## config.mk

```make
export PLATFORM = sky130hd
export DESIGN_NAME = gsu_register_file_flat
export DESIGN_NICKNAME = d
export VERILOG_FILES = /design/src/rtl/gsu_register_file_if.sv /design/src/rtl/gsu_register_file.sv /design/src/flat_wrapper.sv
export SDC_FILE = /design/constraint.sdc
export NUM_CORES = 1
export LEC_CHECK = 0
export CORE_ASPECT_RATIO = 1.1
export CORE_MARGIN = 2
export CORE_UTILIZATION = 53
export CTS_CLUSTER_DIAMETER = 120
export CTS_CLUSTER_SIZE = 8
export DETAILED_ROUTE_END_ITERATION = 16
export PLACE_DENSITY = 0.77
export SLEW_MARGIN = 30
export SYNTH_ARGS = -nofsm -noshare
export SYNTH_HDL_FRONTEND = slang
export SYNTH_SLANG_ARGS = --single-unit
```

## constraint.sdc

```tcl
create_clock -name clk -period 1.7 [get_ports clk]
set_input_delay 0.17 -clock clk [delete_from_list [all_inputs] [get_ports clk]]
set_output_delay 0.17 -clock clk [all_outputs]
set_load 0.01 [all_outputs]
```

## src/rtl/gsu_register_file_if.sv

```systemverilog
// Bus bundle for the GSU register file: core/host write ports, Y read port, taps and strobes.
interface gsu_register_file_if;
  logic [15:0] zbus;
  logic [3:0]  zsel;
  logic        z_wr_lo;
  logic        z_wr_hi;
  logic        pc_inc;
  logic        cpu_wr;
  logic [4:0]  cpu_addr;
  logic [7:0]  cpu_data;
  logic [3:0]  ysel;
  logic [15:0] ybus;
  logic [15:0] r00;
  logic [15:0] r01;
  logic [15:0] r07;
  logic [15:0] r08;
  logic [15:0] r15;
  logic        rom_reload;
  logic        go;
  logic        pc_written;

  modport master (
    output zbus, zsel, z_wr_lo, z_wr_hi, pc_inc, cpu_wr, cpu_addr, cpu_data, ysel,
    input  ybus, r00, r01, r07, r08, r15, rom_reload, go, pc_written
  );

  modport slave (
    input  zbus, zsel, z_wr_lo, z_wr_hi, pc_inc, cpu_wr, cpu_addr, cpu_data, ysel,
    output ybus, r00, r01, r07, r08, r15, rom_reload, go, pc_written
  );
endinterface

```

## src/rtl/gsu_register_file.sv

```systemverilog
// GSU general register file R0..R15 with core/host byte-lane writes, PC increment and strobes.
// Optional macro GSU_REGFILE_BYPASS_EN forwards in-flight core write data to ybus and the taps.
module gsu_register_file #(
  parameter logic [15:0] RESET_PC = 16'h0000
) (
  input  logic             clk,
  input  logic             reset_n,
  gsu_register_file_if.slave bus
);

  logic [15:0] regs_q [16];
  logic [15:0] regs_d [16];
  logic [15:0] view_s [16];
  logic [15:0] host_lo_s;
  logic [15:0] host_hi_s;
  logic [15:0] core_lo_s;
  logic [15:0] core_hi_s;
  logic        r14_hit_s;
  logic        r15_hit_s;
  logic        go_d;
  logic        rom_reload_q;
  logic        go_q;
  logic        pc_written_q;

  // One-hot lane hit vectors per register for each write source
  always_comb begin
    for (int i = 0; i < 16; i++) begin
      host_lo_s[i] = bus.cpu_wr  && (bus.cpu_addr[4:1] == 4'(i)) && !bus.cpu_addr[0];
      host_hi_s[i] = bus.cpu_wr  && (bus.cpu_addr[4:1] == 4'(i)) &&  bus.cpu_addr[0];
      core_lo_s[i] = bus.z_wr_lo && (bus.zsel == 4'(i));
      core_hi_s[i] = bus.z_wr_hi && (bus.zsel == 4'(i));
    end
    r14_hit_s = host_lo_s[14] | host_hi_s[14] | core_lo_s[14] | core_hi_s[14];
    r15_hit_s = host_lo_s[15] | host_hi_s[15] | core_lo_s[15] | core_hi_s[15];
    go_d      = bus.cpu_wr && (bus.cpu_addr == 5'b11111);
  end

  // Next-state merge: host lane beats core lane; any write on R15 suppresses the increment
  always_comb begin
    for (int i = 0; i < 16; i++) begin
      regs_d[i] = {host_hi_s[i] ? bus.cpu_data :
                   (core_hi_s[i] ? bus.zbus[15:8] : regs_q[i][15:8]),
                   host_lo_s[i] ? bus.cpu_data :
                   (core_lo_s[i] ? bus.zbus[7:0]  : regs_q[i][7:0])};
    end
    if (bus.pc_inc && !r15_hit_s) begin
      regs_d[15] = regs_q[15] + 16'd1;
    end else begin
      regs_d[15] = {host_hi_s[15] ? bus.cpu_data :
                    (core_hi_s[15] ? bus.zbus[15:8] : regs_q[15][15:8]),
                    host_lo_s[15] ? bus.cpu_data :
                    (core_lo_s[15] ? bus.zbus[7:0]  : regs_q[15][7:0])};
    end
  end

  // Read view seen by ybus and the taps
  always_comb begin
    for (int i = 0; i < 16; i++) begin
`ifdef GSU_REGFILE_BYPASS_EN
      // Only core lanes forward; host writes and pc_inc appear after the edge
      view_s[i] = {core_hi_s[i] ? bus.zbus[15:8] : regs_q[i][15:8],
                   core_lo_s[i] ? bus.zbus[7:0]  : regs_q[i][7:0]};
`else
      view_s[i] = regs_q[i];
`endif
    end
  end

  // Register array and one-cycle strobe flops
  always_ff @(posedge clk or negedge reset_n) begin
    if (!reset_n) begin
      for (int i = 0; i < 16; i++) begin
        regs_q[i] <= (i == 15) ? RESET_PC : 16'h0000;
      end
      rom_reload_q <= 1'b0;
      go_q         <= 1'b0;
      pc_written_q <= 1'b0;
    end else begin
      for (int i = 0; i < 16; i++) begin
        regs_q[i] <= regs_d[i];
      end
      rom_reload_q <= r14_hit_s;
      go_q         <= go_d;
      pc_written_q <= r15_hit_s;
    end
  end

  assign bus.ybus       = view_s[bus.ysel];
  assign bus.r00        = view_s[0];
  assign bus.r01        = view_s[1];
  assign bus.r07        = view_s[7];
  assign bus.r08        = view_s[8];
  assign bus.r15        = view_s[15];
  assign bus.rom_reload = rom_reload_q;
  assign bus.go         = go_q;
  assign bus.pc_written = pc_written_q;

endmodule

```

## src/flat_wrapper.sv

```systemverilog
// flat-port wrapper written by rule: the top's interface ports become plain ports
module gsu_register_file_flat 
#(
  parameter logic [15:0] RESET_PC = 16'h0000
)
  (clk, reset_n, bus_zbus, bus_zsel, bus_z_wr_lo, bus_z_wr_hi, bus_pc_inc, bus_cpu_wr, bus_cpu_addr, bus_cpu_data, bus_ysel, bus_ybus, bus_r00, bus_r01, bus_r07, bus_r08, bus_r15, bus_rom_reload, bus_go, bus_pc_written);
  gsu_register_file_if bus_i ();
  input  logic clk;
  input  logic reset_n;
  input wire logic [$bits(bus_i.zbus)-1:0] bus_zbus;
  input wire logic [$bits(bus_i.zsel)-1:0] bus_zsel;
  input wire logic [$bits(bus_i.z_wr_lo)-1:0] bus_z_wr_lo;
  input wire logic [$bits(bus_i.z_wr_hi)-1:0] bus_z_wr_hi;
  input wire logic [$bits(bus_i.pc_inc)-1:0] bus_pc_inc;
  input wire logic [$bits(bus_i.cpu_wr)-1:0] bus_cpu_wr;
  input wire logic [$bits(bus_i.cpu_addr)-1:0] bus_cpu_addr;
  input wire logic [$bits(bus_i.cpu_data)-1:0] bus_cpu_data;
  input wire logic [$bits(bus_i.ysel)-1:0] bus_ysel;
  output wire logic [$bits(bus_i.ybus)-1:0] bus_ybus;
  output wire logic [$bits(bus_i.r00)-1:0] bus_r00;
  output wire logic [$bits(bus_i.r01)-1:0] bus_r01;
  output wire logic [$bits(bus_i.r07)-1:0] bus_r07;
  output wire logic [$bits(bus_i.r08)-1:0] bus_r08;
  output wire logic [$bits(bus_i.r15)-1:0] bus_r15;
  output wire logic [$bits(bus_i.rom_reload)-1:0] bus_rom_reload;
  output wire logic [$bits(bus_i.go)-1:0] bus_go;
  output wire logic [$bits(bus_i.pc_written)-1:0] bus_pc_written;
  assign bus_i.zbus = bus_zbus;
  assign bus_i.zsel = bus_zsel;
  assign bus_i.z_wr_lo = bus_z_wr_lo;
  assign bus_i.z_wr_hi = bus_z_wr_hi;
  assign bus_i.pc_inc = bus_pc_inc;
  assign bus_i.cpu_wr = bus_cpu_wr;
  assign bus_i.cpu_addr = bus_cpu_addr;
  assign bus_i.cpu_data = bus_cpu_data;
  assign bus_i.ysel = bus_ysel;
  assign bus_ybus = bus_i.ybus;
  assign bus_r00 = bus_i.r00;
  assign bus_r01 = bus_i.r01;
  assign bus_r07 = bus_i.r07;
  assign bus_r08 = bus_i.r08;
  assign bus_r15 = bus_i.r15;
  assign bus_rom_reload = bus_i.rom_reload;
  assign bus_go = bus_i.go;
  assign bus_pc_written = bus_i.pc_written;
  gsu_register_file #(.RESET_PC(RESET_PC)) u_core (.clk(clk), .reset_n(reset_n), .bus(bus_i));
endmodule
```

==> impl_metrics.json <==
{
  "dr.pass1.iters": 5,
  "cts_tree": "yes",
  "hp-class": "in -> reg",
  "cts_max_level": 2,
  "synth_top_cell_area_share_pct": 42.4,
  "yosys.area.top_type": "dfrtp_1",
  "crit_start": "u_core.regs_q[30]$_DFFE_PN0P_",
  "fin_skew_ns": 0.00556,
  "synthFlopType": "dfrtp_1",
  "drc": 0,
  "cts_sinks": 259,
  "fp.dieArea_mm2": 0.0302,
  "final_nets": 1789,
  "tritoncts.num_buffers": 38,
  "cp-end-kind": "primary output",
  "ys_ff_latch": 259,
  "final_util_pct": 70.4,
  "ys_top_cells_by_count": "dfrtp_1, mux2i_1, nor2_1",
  "synth_most_common_cell": "dfrtp_1",
  "synth_top_cells_by_area": "dfrtp_1, mux2i_1, mux4_2",
  "crit_fanout": 2,
  "seq_area_frac_synth_pct": 42.4,
  "status": "finished with violations",
  "chipWidth_um": 166,
  "p_leak_nw": 8.93,
  "maxSlewHeadroom_pct": 53.5,
  "yosys.cell_types.count": 64,
  "final_max_slew_viol_count": 0,
  "min-delay-start": "bus_cpu_addr[2]",
  "area.growth.synth_to_final_pct": 31.4,
  "dp_hpwl_mm": 37.2,
  "cts.clk_slew.worst_paths_ns": 0.05,
  "setup_viol_count_final": 29,
  "ff_latch_area_mm2": 0.00648,
  "syn_avg_cell_area_um2": 10.4,
  "viasPerCell": 6.31,
  "fp.dieH_um": 182,
  "overflow": 0,
  "violations": "negative setup slack",
  "clockBufferDepth": 3,
  "synth_warnings": 0,
  "syn-cell-area_mm2": 0.0153,
  "vdd_ir_drop_max_mv": 0.869,
  "drt_iter0_markers": 1677,
  "port_buffers": 141,
  "critical_path_class": "reg -> out",
  "antenna_found_initial": 0,
  "async_reset_ff_share_pct": 100,
  "r2r_slack_ns": -0.29,
  "postRouteAntennaNets": 0,
  "holdPathStages": 3,
  "start_util_pct": 53.6,
  "place_congestion": 0.991,
  "max_freq_mhz": 435,
  "ioPinCount": 142,
  "worstMarginPinSlew_ns": 0.695,
  "maxCapViolCount": 0,
  "rows": 65,
  "grt_pass1_wl_mm": 80.0,
  "synth_edf_count": 0,
  "rsz0062_at_grt": "true",
  "netlist_instances": 1473,
  "worstSetupStartpointType": "register",
  "drive_gt1_share_pct": 27.9,
  "worstReg2RegEnd": "u_core.bus.r15[10]$_DFFE_PN0P_",
  "power_mw": 23.9,
  "drt_wl_total_mm": 52.4,
  "clock_tree.root_cell": "clkbuf_16",
  "powerDensity_mw_per_mm2": 1190,
  "hold_viol_final": 0,
  "critPathRequiredTime_ns": 1.53,
  "fin_crit_ns": 2.30,
  "synth_nets": 1517,
  "r2r_start": "u_core.bus.r15[1]$_DFFE_PN0P_",
  "r2r_cells": 11,
  "grtUsageTotal_pct": 34.4,
  "clkLatencyLatePin_ns": 0.52,
  "multiInputGateArea_mm2": 0.00783,
  "wl_per_cell_um": 24.8,
  "fill_cells": 1986,
  "grt_pass1_vias": 13600,
  "n_antenna_cell": 0,
  "fin_crit_sh_pct": 135,
  "core_area_mm2": 0.0285,
  "min_to": "u_core.bus.pc_written$_DFF_PN0_",
  "cp.arrival_ns": 2.13,
  "setup_ws_ns": -0.598,
  "grt_max_degree": 59,
  "vias": 13400
}
==> state kept, by name, indices dropped and copies added (netlist names) <==
signal                 count
u_core.regs_q            176
u_core.bus.go              1
u_core.bus.r15            16
u_core.bus.rom_reload      1
u_core.bus.r01            16
u_core.bus.r08            16
u_core.bus.r00            16
u_core.bus.r07            16
u_core.bus.pc_written      1
==> routing by layer <==
| layer | wire length [µm] | global-route usage [%] |
|---|---|---|
| met3 | 4100 | 5.14 |
| met5 | 0 | 0 |
| met2 | 25800 | 58.7 |
| met4 | 4250 | 23.7 |
| met1 | 18300 | 40.3 |
==> metrics by stage <==
step | TNS [ns] | setup slack, ns | area (µm²) | hold WS [ns] | std cells
2_1_floorplan | 0 | 0.00903 | 15400 | -0.126 | 1473
6_report | -10.83 | -0.598 | 20100 | 0.117 | 2115
3_5_place_dp | -79.86 | -0.642 | 18700 | 0.106 | 2050
3_3_place_gp | -72.43 | -0.565 | 18700 | 0.101 | 2050
5_1_grt | -11.88 | -0.605 | 20100 | 0.109 | 2115
4_1_cts | -10.18 | -0.583 | 20000 | 0.176 | 2111
==> worst max path at each step <==
| stage | cells after the start | endpoint |
|---|---|---|
| 5_1_grt | 3 | bus_ybus[15] |
| 4_1_cts | 3 | bus_ybus[8] |
| 6_report | 3 | bus_ybus[14] |
| 2_1_floorplan | 4 | bus_ybus[6] |
| 3_5_place_dp | 5 | u_core.regs_q[46]$_DFFE_PN0P_ |
| 3_3_place_gp | 5 | bus_ybus[0] |
==> cells in the final DEF, fill, tap and decap left out, drive strengths merged, types with 3 or more instances in the layout <==
master / n
inv: 7
nor3: 15
and3: 5
nor3b: 4
a21oi: 134
a211oi: 9
buf: 309
dfrtp: 259
nor2: 162
a31oi: 3
clkdlybuf4s50: 46
clkbuf: 41
nand3: 18
mux4: 80
nor4: 6
a311oi: 3
nor2b: 6
nand4: 7
dlygate4sd2: 62
or3: 5
and2: 4
o21ai: 119
mux2i: 239
nand2: 143
dlymetal6s2s: 11
nand2b: 7
o22ai: 8
==> cells by family (layout without fill, tap and decap cells) <==
family                     after synthesis  in the layout  share of synthesized area, %
and+or+nand+nor                        394            394                          12.0
muxes                                  319            319                          27.4
AOI/OAI and AO/OA                      294            294                          10.5
DFF                                    259            259                          42.4
buffers and inverters                  206            480                          7.66
adders and majority gates                1              1                        0.0818
==> critical path, stage by stage, from the launching register on <==
cell	delay, ns
dfrtp_1	0.44
mux4_2	0.50
mux4_2	0.53
buf_6	0.15
==> area by class of cell <==
cell class,count,share of cell area [%]
sequential,259,32.2
inverter,7,0.131
tap,368,2.29
timing repair buffer,431,21.2
clock inverter,1,0.0373
clock buffer,41,5.10
multi-input combinational,1008,38.9
==> report_power, final <==
part / internal, mW / switching [mW] / leakage [nW]
sequential: 7.83 / 1.53 / 3.10
clock: 4.20 / 2.67 / 0.505
combinational: 4.25 / 3.44 / 5.33
total: 16.3 / 7.64 / 8.93
==> timing repair <==
item | 4_1_cts | 5_1_grt
pin swaps | 10 | 7
hold buffers | 1 | 0
setup endpoints to repair | 101 | 53
gates resized for setup | 173 | 33
endpoints found under the hold margin | 181 | 0
setup buffers | 19 | 5
No activity file was read; power rests on OpenSTA's default activity.
